==> src/rtl/wave_sweep_ctrl.sv <==
// wave_sweep_ctrl: steps a DDS frequency word from freq_start to freq_stop,
// holding each word for a programmable dwell, with optional auto-restart.
//
// Ports:
//   clk, rst_n      clock; rst_n is a synchronous, ACTIVE-HIGH reset
//   start, stop     single-cycle sweep request / abort (stop has priority)
//   loop_en         restart the sweep automatically after completion
//   freq_start/stop first and last frequency word of the sweep
//   freq_step       step magnitude (0 is treated as 1)
//   dwell           cycles spent at each frequency (0 is treated as 1)
//   wave_sel_in     waveform select, followed while idle, latched at LOAD
//   freq_word       frequency word to the DDS
//   waveform_sel    waveform select to the DDS
//   busy            high in LOAD, DWELL, STEP and DONE
//   done            one-cycle pulse on sweep completion
//   sweep_cnt       completed-sweep counter (wraps)
//
// Build option: define SWEEP_AUTO_WAVE_EN to advance waveform_sel on every
// DONE and keep the advanced value across looped sweeps.
module wave_sweep_ctrl #(
  parameter int unsigned DWELL_W = 16
) (
  input  logic               clk,
  input  logic               rst_n,
  input  logic               start,
  input  logic               stop,
  input  logic               loop_en,
  input  logic [7:0]         freq_start,
  input  logic [7:0]         freq_stop,
  input  logic [7:0]         freq_step,
  input  logic [DWELL_W-1:0] dwell,
  input  logic [1:0]         wave_sel_in,
  output logic [7:0]         freq_word,
  output logic [1:0]         waveform_sel,
  output logic               busy,
  output logic               done,
  output logic [7:0]         sweep_cnt
);

  typedef enum logic [2:0] {
    S_IDLE  = 3'd0,
    S_LOAD  = 3'd1,
    S_DWELL = 3'd2,
    S_STEP  = 3'd3,
    S_DONE  = 3'd4
  } state_e;

  state_e               state_q;
  logic [7:0]           freq_q;
  logic [7:0]           stop_q;
  logic [7:0]           step_q;
  logic [DWELL_W-1:0]   dwell_q;
  logic [DWELL_W-1:0]   cnt_q;
  logic                 up_q;
  logic                 loop_q;
  logic [1:0]           wave_q;
  logic                 busy_q;
  logic                 done_q;
  logic [7:0]           sweep_cnt_q;
`ifdef SWEEP_AUTO_WAVE_EN
  logic                 loop_pass_q;  // current LOAD came from DONE, not start
`endif

  logic [8:0]           step_sum_d;
  logic [7:0]           freq_d;
  logic                 dwell_end_c;

  // Next frequency word, computed 9 bits wide and clamped to freq_stop.
  always_comb begin
    step_sum_d = '0;
    freq_d     = freq_q;
    if (up_q) begin
      step_sum_d = {1'b0, freq_q} + {1'b0, step_q};
      freq_d     = (step_sum_d > {1'b0, stop_q}) ? stop_q : step_sum_d[7:0];
    end else begin
      step_sum_d = {1'b0, freq_q} - {1'b0, step_q};
      freq_d     = (step_sum_d[8] || (step_sum_d[7:0] < stop_q)) ? stop_q : step_sum_d[7:0];
    end
  end

  assign dwell_end_c = (cnt_q == (dwell_q - DWELL_W'(1)));

  // Sweep FSM with registered outputs.
  always_ff @(posedge clk) begin
    if (rst_n) begin
      state_q     <= S_IDLE;
      freq_q      <= 8'd0;
      stop_q      <= 8'd0;
      step_q      <= 8'd0;
      dwell_q     <= '0;
      cnt_q       <= '0;
      up_q        <= 1'b0;
      loop_q      <= 1'b0;
      wave_q      <= 2'b00;
      busy_q      <= 1'b0;
      done_q      <= 1'b0;
      sweep_cnt_q <= 8'd0;
`ifdef SWEEP_AUTO_WAVE_EN
      loop_pass_q <= 1'b0;
`endif
    end else begin
      done_q <= 1'b0;
      case (state_q)
        S_IDLE: begin
          wave_q <= wave_sel_in;
`ifdef SWEEP_AUTO_WAVE_EN
          loop_pass_q <= 1'b0;
`endif
          if (start && !stop) begin
            state_q <= S_LOAD;
            busy_q  <= 1'b1;
          end
        end
        S_LOAD: begin
          if (stop) begin
            state_q <= S_IDLE;
            busy_q  <= 1'b0;
          end else begin
            stop_q  <= freq_stop;
            step_q  <= (freq_step == 8'd0) ? 8'd1 : freq_step;
            dwell_q <= (dwell == '0) ? DWELL_W'(1) : dwell;
            up_q    <= (freq_stop >= freq_start);
            loop_q  <= loop_en;
            freq_q  <= freq_start;
            cnt_q   <= '0;
            state_q <= S_DWELL;
`ifdef SWEEP_AUTO_WAVE_EN
            if (!loop_pass_q) wave_q <= wave_sel_in;
            loop_pass_q <= 1'b0;
`else
            wave_q <= wave_sel_in;
`endif
          end
        end
        S_DWELL: begin
          if (stop) begin
            state_q <= S_IDLE;
            busy_q  <= 1'b0;
          end else begin
            cnt_q <= cnt_q + DWELL_W'(1);
            if (dwell_end_c) begin
              if (freq_q != stop_q) begin
                state_q <= S_STEP;
              end else begin
                state_q     <= S_DONE;
                done_q      <= 1'b1;
                sweep_cnt_q <= sweep_cnt_q + 8'd1;
`ifdef SWEEP_AUTO_WAVE_EN
                wave_q      <= wave_q + 2'd1;
`endif
              end
            end
          end
        end
        S_STEP: begin
          if (stop) begin
            state_q <= S_IDLE;
            busy_q  <= 1'b0;
          end else begin
            freq_q  <= freq_d;
            cnt_q   <= '0;
            state_q <= S_DWELL;
          end
        end
        S_DONE: begin
          if (!stop && loop_q) begin
            state_q <= S_LOAD;
`ifdef SWEEP_AUTO_WAVE_EN
            loop_pass_q <= 1'b1;
`endif
          end else begin
            state_q <= S_IDLE;
            busy_q  <= 1'b0;
          end
        end
        default: begin
          state_q <= S_IDLE;
          busy_q  <= 1'b0;
        end
      endcase
    end
  end

  assign freq_word    = freq_q;
  assign waveform_sel = wave_q;
  assign busy         = busy_q;
  assign done         = done_q;
  assign sweep_cnt    = sweep_cnt_q;

endmodule

==> config.mk <==
export PLATFORM = sky130hd
export DESIGN_NAME = wave_sweep_ctrl
export DESIGN_NICKNAME = d
export VERILOG_FILES = /design/src/rtl/wave_sweep_ctrl.sv
export SDC_FILE = /design/constraint.sdc
export NUM_CORES = 1
export LEC_CHECK = 0
export CAP_MARGIN = 10
export CORE_MARGIN = 2
export CORE_UTILIZATION = 35
export DETAILED_ROUTE_END_ITERATION = 16
export GPL_TIMING_DRIVEN = 1
export PLACE_DENSITY_LB_ADDON = 0.2
export SLEW_MARGIN = 20
export SYNTH_ARGS = -nofsm -noshare
export SYNTH_HDL_FRONTEND = slang
export SYNTH_SLANG_ARGS = --single-unit
==> constraint.sdc <==
create_clock -name clk -period 4.05 [get_ports clk]
set_clock_uncertainty 0.2 [all_clocks]
set_input_delay 0.81 -clock clk [delete_from_list [all_inputs] [get_ports clk]]
set_output_delay 0.81 -clock clk [all_outputs]
set_load 0.005 [all_outputs]
Yosys cells after proc, flatten, opt, wreduce, memory -nomap -nowiden
Index checks and enable logic that the tools add are counted.

Register bits after elaboration: 73. Input bits: 47. Output and inout bits: 20. Logic and storage cells: 83.

Add/sub/neg operators: 5. $lt $le $gt $ge: 3. Eq/ne operators: 14. Muxes and demuxes: 25. Bitwise logic cells: 4. Reduce and logical (&&, ||, !) cells: 20.

Operator list (number): 16-bit two-way mux (3); 8-bit two-way mux (6); 16-bit one-hot mux with 2 select lines (1); 16-bit by 1-bit adder with 16-bit output, second input constant (1); 16-bit == test (1); 16-bit zero test (1); 8-bit one-hot mux with 2 select lines (1); 16-bit by 1-bit subtractor with 16-bit output, second input constant (1); 3-bit two-way mux (4); 2-bit inequality test, second input constant (6); 3-bit one-hot mux with 4 select lines (1); 8-bit by 8-bit adder with 9-bit output (1); 9-bit by 8-bit greater-than comparator with 1-bit output (1); 3-bit AND reduction (3); 8-bit by 8-bit subtractor with 9-bit output (1); 8-bit by 1-bit adder with 8-bit output, second input constant (1); 8-bit greater-or-equal comparator (1); 8-bit zero test (1); 8-bit < comparator (1); 8-bit inequality test (1); 3-bit by 2-bit == test with 1-bit output, second input constant (2); 2-bit AND reduction (3); 2-bit nonzero test (3); 1-bit two-way mux (5); 16 further kinds (21).

Logic depth before layout (Yosys ltp)
Depth in word-level cells: 7. Depth in mapped cells: 17. Mapped depth without buffers: 16.

Worst setup path before layout
Ideal clock, no wire load.

Path kind: register to register. Start point: reg freq_q[2], in the netlist freq_word[2]. End point: reg freq_q[4], in the netlist freq_word[4]. Setup time: 0.131 ns. Arrival time: 3.304 ns. Required time: 3.719 ns. Slack: 0.415 ns. Cell stages (with the launch flop): 14. Path buffers: 1. Path through: dfxtp_1 ha_1 clkbuf_1 nand2b_1 a221o_1 a21oi_1 nor2_1 xnor2_1 ha_1 or3_1 o32ai_1 mux2_2 a211oi_1 o41ai_1.

Word-level cells in the longest chain between the ends: 7. Elaborated cells between the ends (all ways): 10. Those cells by class: add/sub: 2; order compare: 2; mux: 5; reduce/logical: 1.

RTL lines: from (decl) (RTL line 49) `logic [7:0] freq_q;`; from (signal assigned) (RTL line 124) `freq_q <= freq_start;`; from (signal assigned) (RTL line 160) `freq_q <= freq_d;`; 8-bit by 8-bit subtractor with 9-bit output (RTL line 76) `step_sum_d = {1'b0, freq_q} - {1'b0, step_q};`; 8-bit < comparator (RTL line 77) `freq_d = (step_sum_d[8] || (step_sum_d[7:0] < stop_q)) ? stop_q : step_sum_d[7:0];`; 1-bit logical OR (RTL line 77); 8-bit two-way mux (RTL line 77); 8-bit two-way mux (*) (RTL line 72) `if (up_q) begin`; 8-bit two-way mux (*) (RTL line 156) `if (stop) begin`; 8-bit one-hot mux with 2 select lines (*) (RTL line 103) `case (state_q)`.

Every way passes the cells marked *; elsewhere a longest branch is shown, timed or not. The select of a mux whose other input is x is not followed. A chain may end at the register's enable or synchronous reset.

Worst setup path in the final report
Start point: reg freq_q[2], in the netlist freq_word[2]. End point: reg freq_q[0], in the netlist freq_word[0].

Same word-level chain as after synthesis.

==> run_results.csv <==
group,metric,value,unit
clock_tree,cts_tree,"built",
setup_path,required,4.09,ns
clock_tree,clk_pin_slew_worst_paths,0.06,ns
timing,drv_slew,0,
synthesis,synthXorXnorAreaFrac,8.434,%
run,maxCapViolations,0,
synthesis,syn_nets,740,
setup_path,r2r-end,"freq_word[0]$_SDFFE_PP0P_",
synthesis,synth_cells,649,
routing,vias,4818,
timing,min_period,3.882,ns
placement,hpwl,11880,um
synthesis,netlist_area,5089,um^2
die,initial_utilization,35.41,%
setup_path,crit_end,"freq_word[0]$_SDFFE_PP0P_",
worst_hold_path,hold_class,"reg -> reg",
routing,via_per_inst,5.365,
setup_path,worstSetupStartpointType,"flop",
timing,fmax,0.2576,GHz
die,die_y,124.6,um
synthesis,async_flop_share,0,%
global_routing,antenna_found_initial,0,
die,core,14370,um^2
clock_tree,root_buffer,"clkbuf_16",
clock_tree,clk_latency,0.35,ns
layout,n_antenna_cell,0,
setup_path,rrSetupSlack,0.17,ns
routing,drtIter0Drc,314,
routing,wire_per_inst,16.84,um
power_and_ir_drop,ir_worst_vdd,173.5,uV
global_routing,grt_start_max_net_pins,55,
routing,drt-total-wl,15120,um
die,die-area,15520,um^2
synthesis,yosys.area_share.simple,24.49,%
setup_path,cp-end-kind,"flop",
global_routing,grt_pass1_vias,4720,
routing,antenna_left,0,
synthesis,synth_compound_area_share,19.13,%
power_and_ir_drop,leakage,2.359,nW
layout,finalNetCount,801,
layout,mostFrequentLayoutCells,"nand2_1, dfxtp_1, clkdlybuf4s50_1, a21oi_1, nor2_1",
clock_tree,clkSinkCount,73,
synthesis,synth.avg_cell_area,7.841,um^2
setup_path,arrival,3.92,ns
synthesis,synth_top_family_by_area,"simple AND/OR/NAND/NOR gates",
timing,max_slew.worst_pin.slew,0.6776,ns
clock_tree,numCtsBuffers,9,
synthesis,synth-edff-count,0,
placement,dp_slack,0.02490,ns
timing,finalWorstSetupSlack,0.1680,ns
die,num_rows,44,
clock_tree,hold_buffers,0,
setup_path,critPathLaunch,"freq_word[2]$_SDFFE_PP0P_",
routing,drc,0,
clock_tree,htreeDepth,3,
timing,holdWs,0.2701,ns
routing,firstDrtPassIters,4,
placement,dp_cells,883,
setup_path,cp_max_fo,7,
synthesis,synthAdderAreaFrac,11.11,%
setup_path,crit_slowest_cell,"dfxtp_1",
synthesis,synth_top_flop_cell,"dfxtp_1",
status,status,"finished, final reports clean",
synthesis,yosysSeqAreaShare,28.72,%
layout,layout_commonest_cell,"nand2_1",
global_routing,grt_pass1_wl,24720,um
setup_path,r2r-start,"freq_word[2]$_SDFFE_PP0P_",
synthesis,yosys_warnings,0,
synthesis,synth_cell_type_count,68,
layout,drive_gt1_share,7.283,%
timing,hold_violations,0,
placement,place.gp.congestion,0.9727,
synthesis,ys_ff_latch,73,
layout,area_growth,22.69,%
global_routing,track_usage,19.76,%
timing,setup_viol,0,
timing,max_slew_margin,54.48,%
timing,fin_crit_sh,95.85,%
setup_path,r2r_cells,13,
setup_path,path_cells,"ha_1 -> nand2b_1 -> a221o_1 -> a21oi_1 -> nor2_1 -> xnor2_1 -> ha_1 -> nand4_1 -> a21oi_1 -> o32a_1 -> o21ai_1 -> mux2i_1 -> o221a_2",
layout,layout.cells.non_filler,898,
clock_tree,post_cts_buffers,0,
clock_tree,clockBufferDepth,2,
power_and_ir_drop,powerDensity,335.6,nW/um^2
layout,fin_util,43.45,%
global_routing,grt-ovfl-total,0,
die,io_pins,67,
setup_path,critPathKind,"reg -> reg",
synthesis,synth_mux_area_share,2.656,%
setup_path,max_stage_delay,0.45,ns
placement,port_buffers,66,
die,chipWidth,124.6,um
## flip-flops by register name (all words and copies together) (netlist names)
name	cells
freq_word	8
sweep_cnt	8
loop_q	1
dwell_q	16
busy	1
step_q	8
state_q	3
cnt_q	16
stop_q	8
done	1
up_q	1
waveform_sel	2
## routing by layer
metal | global-route usage [%] | routed length [um]
met1 | 26.39 | 7226
met2 | 32.18 | 6976
met3 | 3.179 | 649
met4 | 7.270 | 270
met5 | 0 | 0
## report_power, final
group | switching, mW | internal (mW)
clock | 0.305 | 0.426
combinational | 0.322 | 0.275
sequential | 0.0284 | 0.738
total | 0.656 | 1.44
## repair_timing
| action | in CTS | in global routing |
|---|---|---|
| setup endpoints to repair | 1 | 7 |
| pin swaps | 0 | 0 |
| resized for setup | 1 | 4 |
| gates cloned | 0 | 0 |
## how the worst min path moves through the flow
stage / startpoint / to / slack [ns] / cells past startpoint
final: dwell_q[15]$_SDFFE_PP0P_ / dwell_q[15]$_SDFFE_PP0P_ / 0.27 / 2
after global routing: step_q[3]$_SDFFE_PP0P_ / step_q[3]$_SDFFE_PP0P_ / 0.31 / 2
after CTS: step_q[3]$_SDFFE_PP0P_ / step_q[3]$_SDFFE_PP0P_ / 0.27 / 2
after detailed placement: step_q[3]$_SDFFE_PP0P_ / step_q[3]$_SDFFE_PP0P_ / 0.27 / 2
after global placement: dwell_q[15]$_SDFFE_PP0P_ / dwell_q[15]$_SDFFE_PP0P_ / 0.27 / 2
after floorplan: loop_q$_SDFFE_PP0P_ / loop_q$_SDFFE_PP0P_ / 0.23 / 2
## cells by family (layout without fill, tap and decap cells)
| kind of cell | after synthesis | after routing |
|---|---|---|
| mux | 13 | 13 |
| buf+inv | 71 | 136 |
| flops | 73 | 73 |
| xor+xnor | 49 | 49 |
| fa+ha+maj | 44 | 44 |
| compound gates | 148 | 148 |
| simple gates | 251 | 251 |
## worst max-delay path, delay by kind of cell (launching register included)
kind / cells / cell delay (ns)
adders and majority gates: 2 / 0.68
DFF: 1 / 0.45
and+or+nand+nor: 3 / 0.40
muxes: 1 / 0.14
AOI/OAI and AO/OA: 6 / 1.64
xor gates and xnor gates: 1 / 0.25
## cells in the mapped netlist (14+ instances only)
| library cell | instances | area, um^2 |
|---|---|---|
| nor3_1 | 18 | 90.09 |
| a21oi_1 | 52 | 260.3 |
| dfxtp_1 | 73 | 1461 |
| nand3_1 | 14 | 70.07 |
| clkbuf_1 | 24 | 90.09 |
| xnor2_1 | 31 | 271.5 |
| inv_1 | 40 | 150.1 |
| xor2_1 | 18 | 157.7 |
| o21ai_0 | 20 | 100.1 |
| nor2_1 | 53 | 198.9 |
| nand2_1 | 86 | 322.8 |
| ha_1 | 42 | 525.5 |
## final cells by class
class | count | area [um^2]
flip-flops and latches | 73 | 1461
clock buffers | 12 | 246.5
well taps | 184 | 230.2
inverters | 41 | 153.9
repair buffers | 80 | 760.7
multi-input cells | 505 | 3373
clock inverters | 3 | 17.52
fillers | 1463 | 8125
## metrics by stage
stage | cell area [um^2] | setup TNS (ns) | power, mW
2_1_floorplan | 5089 | 0 | 1.168
3_3_place_gp | 5958 | 0 | 1.352
6_report | 6243 | 0 | 2.096
4_1_cts | 6222 | 0 | 2.101
3_5_place_dp | 5958 | 0 | 1.359
5_1_grt | 6243 | -0.004828 | 2.207
No activity file was read; power rests on OpenSTA's default activity.
